--- src/rtl/alu_8bit.sv ---
// Registered unsigned ALU: 16 opcodes, double-width result and a carry/status flag.
// The combinational core feeds one output register stage; reset clears it asynchronously.
module alu_8bit #(
  parameter int DATA_W = 8
) (
  input  logic                  clk,
  input  logic                  rst_n,
  input  logic [3:0]            operation,
  input  logic [DATA_W-1:0]     A,
  input  logic [DATA_W-1:0]     B,
  output logic [2*DATA_W-1:0]   result,
  output logic                  carry_flag
);

  typedef enum logic [3:0] {
    OP_ADD  = 4'b0000,
    OP_SUB  = 4'b0001,
    OP_MUL  = 4'b0010,
    OP_DIV  = 4'b0011,
    OP_AND  = 4'b0100,
    OP_OR   = 4'b0101,
    OP_XOR  = 4'b0110,
    OP_NOR  = 4'b0111,
    OP_NAND = 4'b1000,
    OP_XNOR = 4'b1001,
    OP_SHL  = 4'b1010,
    OP_SHR  = 4'b1011,
    OP_ROL  = 4'b1100,
    OP_ROR  = 4'b1101,
    OP_CMP  = 4'b1110,
    OP_INC  = 4'b1111
  } op_e;

  op_e                  op;
  logic [DATA_W:0]      sum;
  logic [DATA_W:0]      diff;
  logic [DATA_W:0]      incr;
  logic [2*DATA_W-1:0]  prod;
  logic [DATA_W-1:0]    quot;
  logic [DATA_W-1:0]    rem;
  logic [2*DATA_W-1:0]  result_d, result_q;
  logic                 carry_d, carry_q;

  assign op   = op_e'(operation);
  assign sum  = {1'b0, A} + {1'b0, B};
  // Borrow is the ninth bit of the extended subtraction
  assign diff = {1'b0, A} - {1'b0, B};
  assign incr = {1'b0, A} + {{DATA_W{1'b0}}, 1'b1};
  assign prod = {{DATA_W{1'b0}}, A} * {{DATA_W{1'b0}}, B};

  always_comb begin
    quot = '1;
    rem  = A;
    if (B != '0) begin
      quot = A / B;
      rem  = A % B;
    end
  end

  always_comb begin
    result_d = '0;
    carry_d  = 1'b0;
    case (op)
      OP_ADD: begin
        result_d[DATA_W:0] = sum;
        carry_d            = sum[DATA_W];
      end
      OP_SUB: begin
        result_d[DATA_W-1:0] = diff[DATA_W-1:0];
        carry_d              = diff[DATA_W];
      end
      OP_MUL: begin
        result_d = prod;
        carry_d  = |prod[2*DATA_W-1:DATA_W];
      end
      OP_DIV: begin
        // Divide-by-zero reports all-ones quotient and A as remainder
        result_d = {rem, quot};
        carry_d  = (B == '0);
      end
      OP_AND:  result_d[DATA_W-1:0] = A & B;
      OP_OR:   result_d[DATA_W-1:0] = A | B;
      OP_XOR:  result_d[DATA_W-1:0] = A ^ B;
      OP_NOR:  result_d[DATA_W-1:0] = ~(A | B);
      OP_NAND: result_d[DATA_W-1:0] = ~(A & B);
      OP_XNOR: result_d[DATA_W-1:0] = ~(A ^ B);
      OP_SHL: begin
        result_d[DATA_W-1:0] = {A[DATA_W-2:0], 1'b0};
        carry_d              = A[DATA_W-1];
      end
      OP_SHR: begin
        result_d[DATA_W-1:0] = {1'b0, A[DATA_W-1:1]};
        carry_d              = A[0];
      end
      OP_ROL: begin
        result_d[DATA_W-1:0] = {A[DATA_W-2:0], A[DATA_W-1]};
        carry_d              = A[DATA_W-1];
      end
      OP_ROR: begin
        result_d[DATA_W-1:0] = {A[0], A[DATA_W-1:1]};
        carry_d              = A[0];
      end
      OP_CMP: begin
        result_d[0] = (A == B);
        result_d[1] = (A > B);
        result_d[2] = (A < B);
        carry_d     = (A < B);
      end
      OP_INC: begin
        result_d[DATA_W:0] = incr;
        carry_d            = incr[DATA_W];
      end
      default: begin
        result_d = '0;
        carry_d  = 1'b0;
      end
    endcase
  end

  always_ff @(posedge clk or negedge rst_n) begin
    if (!rst_n) begin
      result_q <= '0;
      carry_q  <= 1'b0;
    end else begin
      result_q <= result_d;
      carry_q  <= carry_d;
    end
  end

  assign result     = result_q;
  assign carry_flag = carry_q;

endmodule

--- config.mk ---
export PLATFORM = sky130hd
export DESIGN_NAME = alu_8bit
export DESIGN_NICKNAME = d
export VERILOG_FILES = /design/src/rtl/alu_8bit.sv
export SDC_FILE = /design/constraint.sdc
export NUM_CORES = 1
export LEC_CHECK = 0
export ABC_AREA = 1
export CAP_MARGIN = 15
export CORE_UTILIZATION = 32
export CTS_BUF_LIST = sky130_fd_sc_hd__clkbuf_4 sky130_fd_sc_hd__clkbuf_8
export CTS_CLUSTER_DIAMETER = 40
export DETAILED_ROUTE_END_ITERATION = 8
export GPL_TIMING_DRIVEN = 0
export PLACE_DENSITY = 0.56
export SETUP_SLACK_MARGIN = 0.1
export SLEW_MARGIN = 25
export SYNTH_ARGS = -nofsm -noshare
export SYNTH_HDL_FRONTEND = slang
export SYNTH_SLANG_ARGS = --single-unit
--- constraint.sdc ---
create_clock -name clk -period 0.8 [get_ports clk]
set_clock_uncertainty 0.1 [all_clocks]
set_input_delay 0.16 -clock clk [delete_from_list [all_inputs] [get_ports clk]]
set_output_delay 0.16 -clock clk [all_outputs]
set_load 0.1 [all_outputs]
# After elaboration in Yosys (flattened, before gate mapping)

Cells that the tools add are included.

Register bits after elaboration: 17
Output and inout port bits: 17
Input port bits: 22
Logic and storage cells: 45

Multipliers: 1
$lt $le $gt $ge: 2
Eq/ne operators: 16
Bitwise operators: 6
Divide/modulo/power cells: 2
Muxes and demuxes: 7
Reduce and logical (&&, ||, !) cells: 6
Add/sub/neg operators: 3

Operator list:

| operator            | number |
|---|---|
| $pmux 5 s14         | 1 |
| $pmux 3 s15         | 1 |
| $eq 4x4->1 const B  | 8 |
| $not 8->8           | 3 |
| $eq 4x3->1 const B  | 4 |
| $mul 8x8->16        | 1 |
| $mux 8              | 2 |
| $pmux 7 s2          | 1 |
| $add 8x1->9 const B | 1 |
| $add 8x8->9         | 1 |
| $sub 8x8->9         | 1 |
| $and 8x8->8         | 1 |
| $div 8x8->8         | 1 |
| $eq 4x2->1 const B  | 2 |
| $eq 8x8->1          | 1 |
| $gt 8x8->1          | 1 |
| $logic_not 8->1     | 1 |
| $lt 8x8->1          | 1 |
| $mod 8x8->8         | 1 |
| $or 8x8->8          | 1 |
| $pmux 1 s8          | 1 |
| $reduce_bool 8->1   | 1 |
| $reduce_or 8->1     | 1 |
| $xor 8x8->8         | 1 |
| other kinds (4)     | 5 |

# Depth between registers and ports, before layout

Depth after elaboration: 3
Gate-level depth with buffers: 72
Mapped depth without buffers: 72

# Worst setup path before layout

No wires, ideal clock.

Path kind: in2reg
From: input B[0]
To: register result_q[0], in the netlist result[0]
Arrival: 8.324 ns
Buffers on the path: 0
Stages: 61
Data required time: 0.557 ns
Setup time: 0.143 ns
Slack: -7.767 ns
Cells stage by stage: inv_1 ha_1 inv_1 nand2_1 nand2_1 o21bai_1 nand2_1 ha_1 o21ai_0 nand2_1 nand2_2 clkinv_1 nand2_1 nand2_1 inv_1 ha_1 a21oi_1 nand2_1 (+25 left out) nand2_1 ha_1 inv_1 nor4_2 o21ai_1 nand3_2 inv_1 or2_1 nand2_1 ha_1 a21oi_1 o21ai_0 nand2_1 o2111ai_1 nor2_1 o22ai_1 nor3_1 nand3_1

Longest elaborated chain between the ends: 3
Elaborated cells between the ends (all ways): 14
Those cells by class: add/sub (2); mul (1); div (1); eq/ne (1); mux (2); bitwise (6); reduce/logical (1)

RTL lines:

| element                                   | line | text |
|---|---|---|
| start: declaration                        | 10   | `input logic [DATA_W-1:0] B,` |
| $div 8x8->8, or another cell as far along | 55   | `quot = A / B;` |
| $mux 8, or another cell as far along      | 54   | `if (B != '0) begin` |
| $pmux 3 s15 (*)                           | 63   | `case (op)` |
| via result_d[0]                           | 41   | `logic [2*DATA_W-1:0] result_d, result_q;` |
| end signal: assignment                    | 125  | `result_q <= result_d;` |
| end: declaration                          | 41   |  |

The timed path passes the listed nets; every way through them passes the cells marked *.

# Final worst setup path

From: input B[0]
To: register result_q[11], in the netlist result[11]

Longest elaborated chain between the ends: 3
Elaborated cells between the ends (all ways): 5
Those cells by class: mul (1); div (1); mux (2); reduce/logical (1)

RTL lines:

| element                                                 | line |
|---|---|
| $mod 8x8->8 / $reduce_bool 8->1 (equally long branches) | 56, 54 |
| $mux 8                                                  | 54 |
| $pmux 7 s2 (*)                                          | 63 |
| via result_d[11]                                        | 41 |

Marks and branches as above.

==> impl_results.md <==
- Clk sinks: 17
- Top Ports: 39
- DRT antenna net count: 0
- Final setup viols: 34
- Die area: about 0.020 mm²
- Total power draw: roughly 17 mW
- Critical setup path kind: primary input to flip-flop
- Most common cell after layout, fill and taps aside: nand2_1
- Seq cells post-synth: 17
- Final min period: 8.64 ns
- Core box area: ~0.019 mm²
- Design area: 0.00985 mm²
- Worst endpoint required time: ~0.83 ns
- FMAX: between 100 and 150 MHz
- Max-cap violations: 0
- EDFF count, synth: 0
- Synth Cell Area: around 0.0064 mm²
- Final hold slack: -0.163 ns
- Storage cell area: slightly below 500 µm²
- Violated checks: hold timing, setup timing
- Pins over their slew limit: 0
- Mapped Nets: about 1200
- GRT Resource Usage Total: 0.242
- DRT Wirelength: 25200 µm
- Combinational share of power: 0.889
- Starting density of the core: 0.327
- Pre-antenna DRT Iters: 5
- Netlist cell types: 50
- Unrepaired setup endpoints after global routing: true
- Total gr overflow: 0
- Horiz. Die Dim: between 100 and 150 µm
- Fin. Hold Viols: 17
- Fill count: 1827
- Total net switching power: 8.85 mW
- Number of global-route vias before repair: approximately 7000
- DRC Markers: 0
- Power per cell area: approximately 1700 mW/mm²
- Normalized max-slew margin: 0.275
- Mapped Cells: roughly 990
- Setup WS pre-CTS: -10.07 ns
- Post-detail-place hpwl: approximately 18000 µm
- Worst Setup Slack, final: -7.84 ns
- Core Rows: 51
- Initial antenna violation count: 0
- Outcome: complete, but fails checks
- Synth warn: 0
- Worst path slowest cell: ha_4
- Seq pwr share: 0.073
- Port Buf Inserts: 38
- Most used cell, CP: nand2_2
- Antenna diodes: 0
- Global-route wire length before repair: around 38000 µm
- Synth top area cells: ha_1 (20%), nand2_1 (15%), fa_1 (12%)
- Share of post-route cells with drive strength above 1: 0.388
- Synthesized area per cell: 6.44 µm²
- Synth area leader: ha_1
- Hold Path Class: primary input to async pin
- Wire length per cell: 18.2 µm
- Chip Height: 143 µm
- Internal power: between 7 and 8 mW
- Top FF cell, synth: dfrtp_1
- H-tree depth: 1
- DP Area: ~0.0075 mm²
- CP max stage delay: about 0.31 ns
- Crit path DAT: 8.68 ns
- Vias: 7144
- Placer Congestion: 1.01
- Crit end category: flip-flop
- Largest net degree at the start of global routing: 18
- CTS root buf: clkbuf_8
- Async S/R FF share, synth: 1.00
- TritonCTS Buffers: 3
- Via density: a little over 5
- Worst VDD drop: 703 µV
- P&R area growth vs syn: 54.9%
- Yosys top cell area share: 0.201
- Most frequent cells in the layout: nand2_1 (187), inv_1 (151), buf_4 (73)
- Critical-path maximum fanout: 8
- Seq/Total Area, Yosys: 0.0669
- Nets: roughly 1300
- Fin crit share: 10.8
- Leakage power: 4.73 nW
- Bufs on Longest Clock Path: 2
- Clk pwr share: 0.038
- Worst-Margin Slew: approximately 1.1 ns
- Sw Share: 0.533
- Clock Pin Slew Worst Setup and Hold Paths: approximately 0.060 ns
- CTS tree: done
- CP Launch Type: primary input
- Multi-input logic area: about 0.0067 mm²
- First-iteration detailed-routing DRC count: 598
-- cell type report --
| cell class | count | share of cell area |
|---|---|---|
| multi-input cells | 760 | 0.678 |
| inverters | 187 | 0.0780 |
| repair buffers | 129 | 0.132 |
| clock buffers | 4 | 0.00496 |
| well taps | 265 | 0.0337 |
| plain buffers | 23 | 0.0238 |
| flip-flops and latches | 17 | 0.0497 |
-- synth_stat cells (8+ instances only) --
library cell and number:
a21oi_1 59, clkbuf_1 14, dfrtp_1 17, fa_1 39, ha_1 102, inv_1 182
nand2_1 254, nand3_1 62, nand4_1 8, nor2_1 57, nor3_1 16, o2111ai_1 10
o21ai_0 43, o22ai_1 9, or2_2 11, xor2_1 16
-- routing by layer --
| metal | part of all wire | wire [µm] | global-route usage |
|---|---|---|---|
| met4 | 0.031 | 778 | 0.0690 |
| met1 | 0.43 | 10800 | 0.326 |
| met5 | 0 | 0 | 0 |
| met3 | 0.057 | 1440 | 0.0225 |
| met2 | 0.48 | 12200 | 0.407 |
-- kinds of logic after synthesis --
kind of cell               after synthesis  synth area share
DFF                                     17            0.0669
AOI/OAI and AO/OA                      158             0.147
xor gates and xnor gates                22            0.0303
and+or+nand+nor                        439             0.301
buffers and inverters                  210             0.130
adders and majority gates              141             0.324
-- how the worst max path moves through the flow --
stage,start,to,slack (ns),cells after the start
after floorplan,B[0],result[0]$_DFF_PN0_,-7.39,63
after global placement,B[0],result[8]$_DFF_PN0_,-9.96,64
after detailed placement,B[0],result[8]$_DFF_PN0_,-10.07,64
after CTS,B[0],result[10]$_DFF_PN0_,-7.41,66
after global routing,B[0],result[14]$_DFF_PN0_,-8.32,67
final,B[0],result[11]$_DFF_PN0_,-7.84,67
-- power groups by stage --
stage	clock [mW]	combinational, mW	sequential, mW
after floorplan	0	6.97	2.19
after global placement	0	10.6	1.14
after detailed placement	0	10.6	1.14
after CTS	0.662	13.4	1.21
after global routing	0.699	16.0	1.22
final	0.635	14.8	1.21
-- what timing repair did --
action,CTS,global route
buffers inserted,67,26
setup endpoints to repair,51,34
endpoints found under the hold margin,17,17
pin swaps,109,52
resized for setup,399,131
-- state kept, by name (all words and copies together) (netlist names) --
register,flops
carry_flag,1
result,16
-- through the flow --
stage / hold WS (ns) / cells / setup TNS, ns / util
finish: -0.163 / 1385 / -107.48 / 0.506
global route: -0.139 / 1385 / -113.29 / 0.506
CTS: -0.157 / 1361 / -102.31 / 0.470
detailed placement: 0.532 / 1290 / -156.49 / 0.387
global placement: 0.529 / 1290 / -154.83 / 0.387
floorplan: -0.236 / 987 / -93.74 / -
-- critical path, delay by kind of cell --
kind            cells  cell delay [ns]
compound gates      9             1.14
xor+xnor            1             0.20
fa+ha+maj           8             2.12
buf+inv            12             1.12
simple gates       37             3.87
Note: power is estimated with default switching activity, not from simulation.
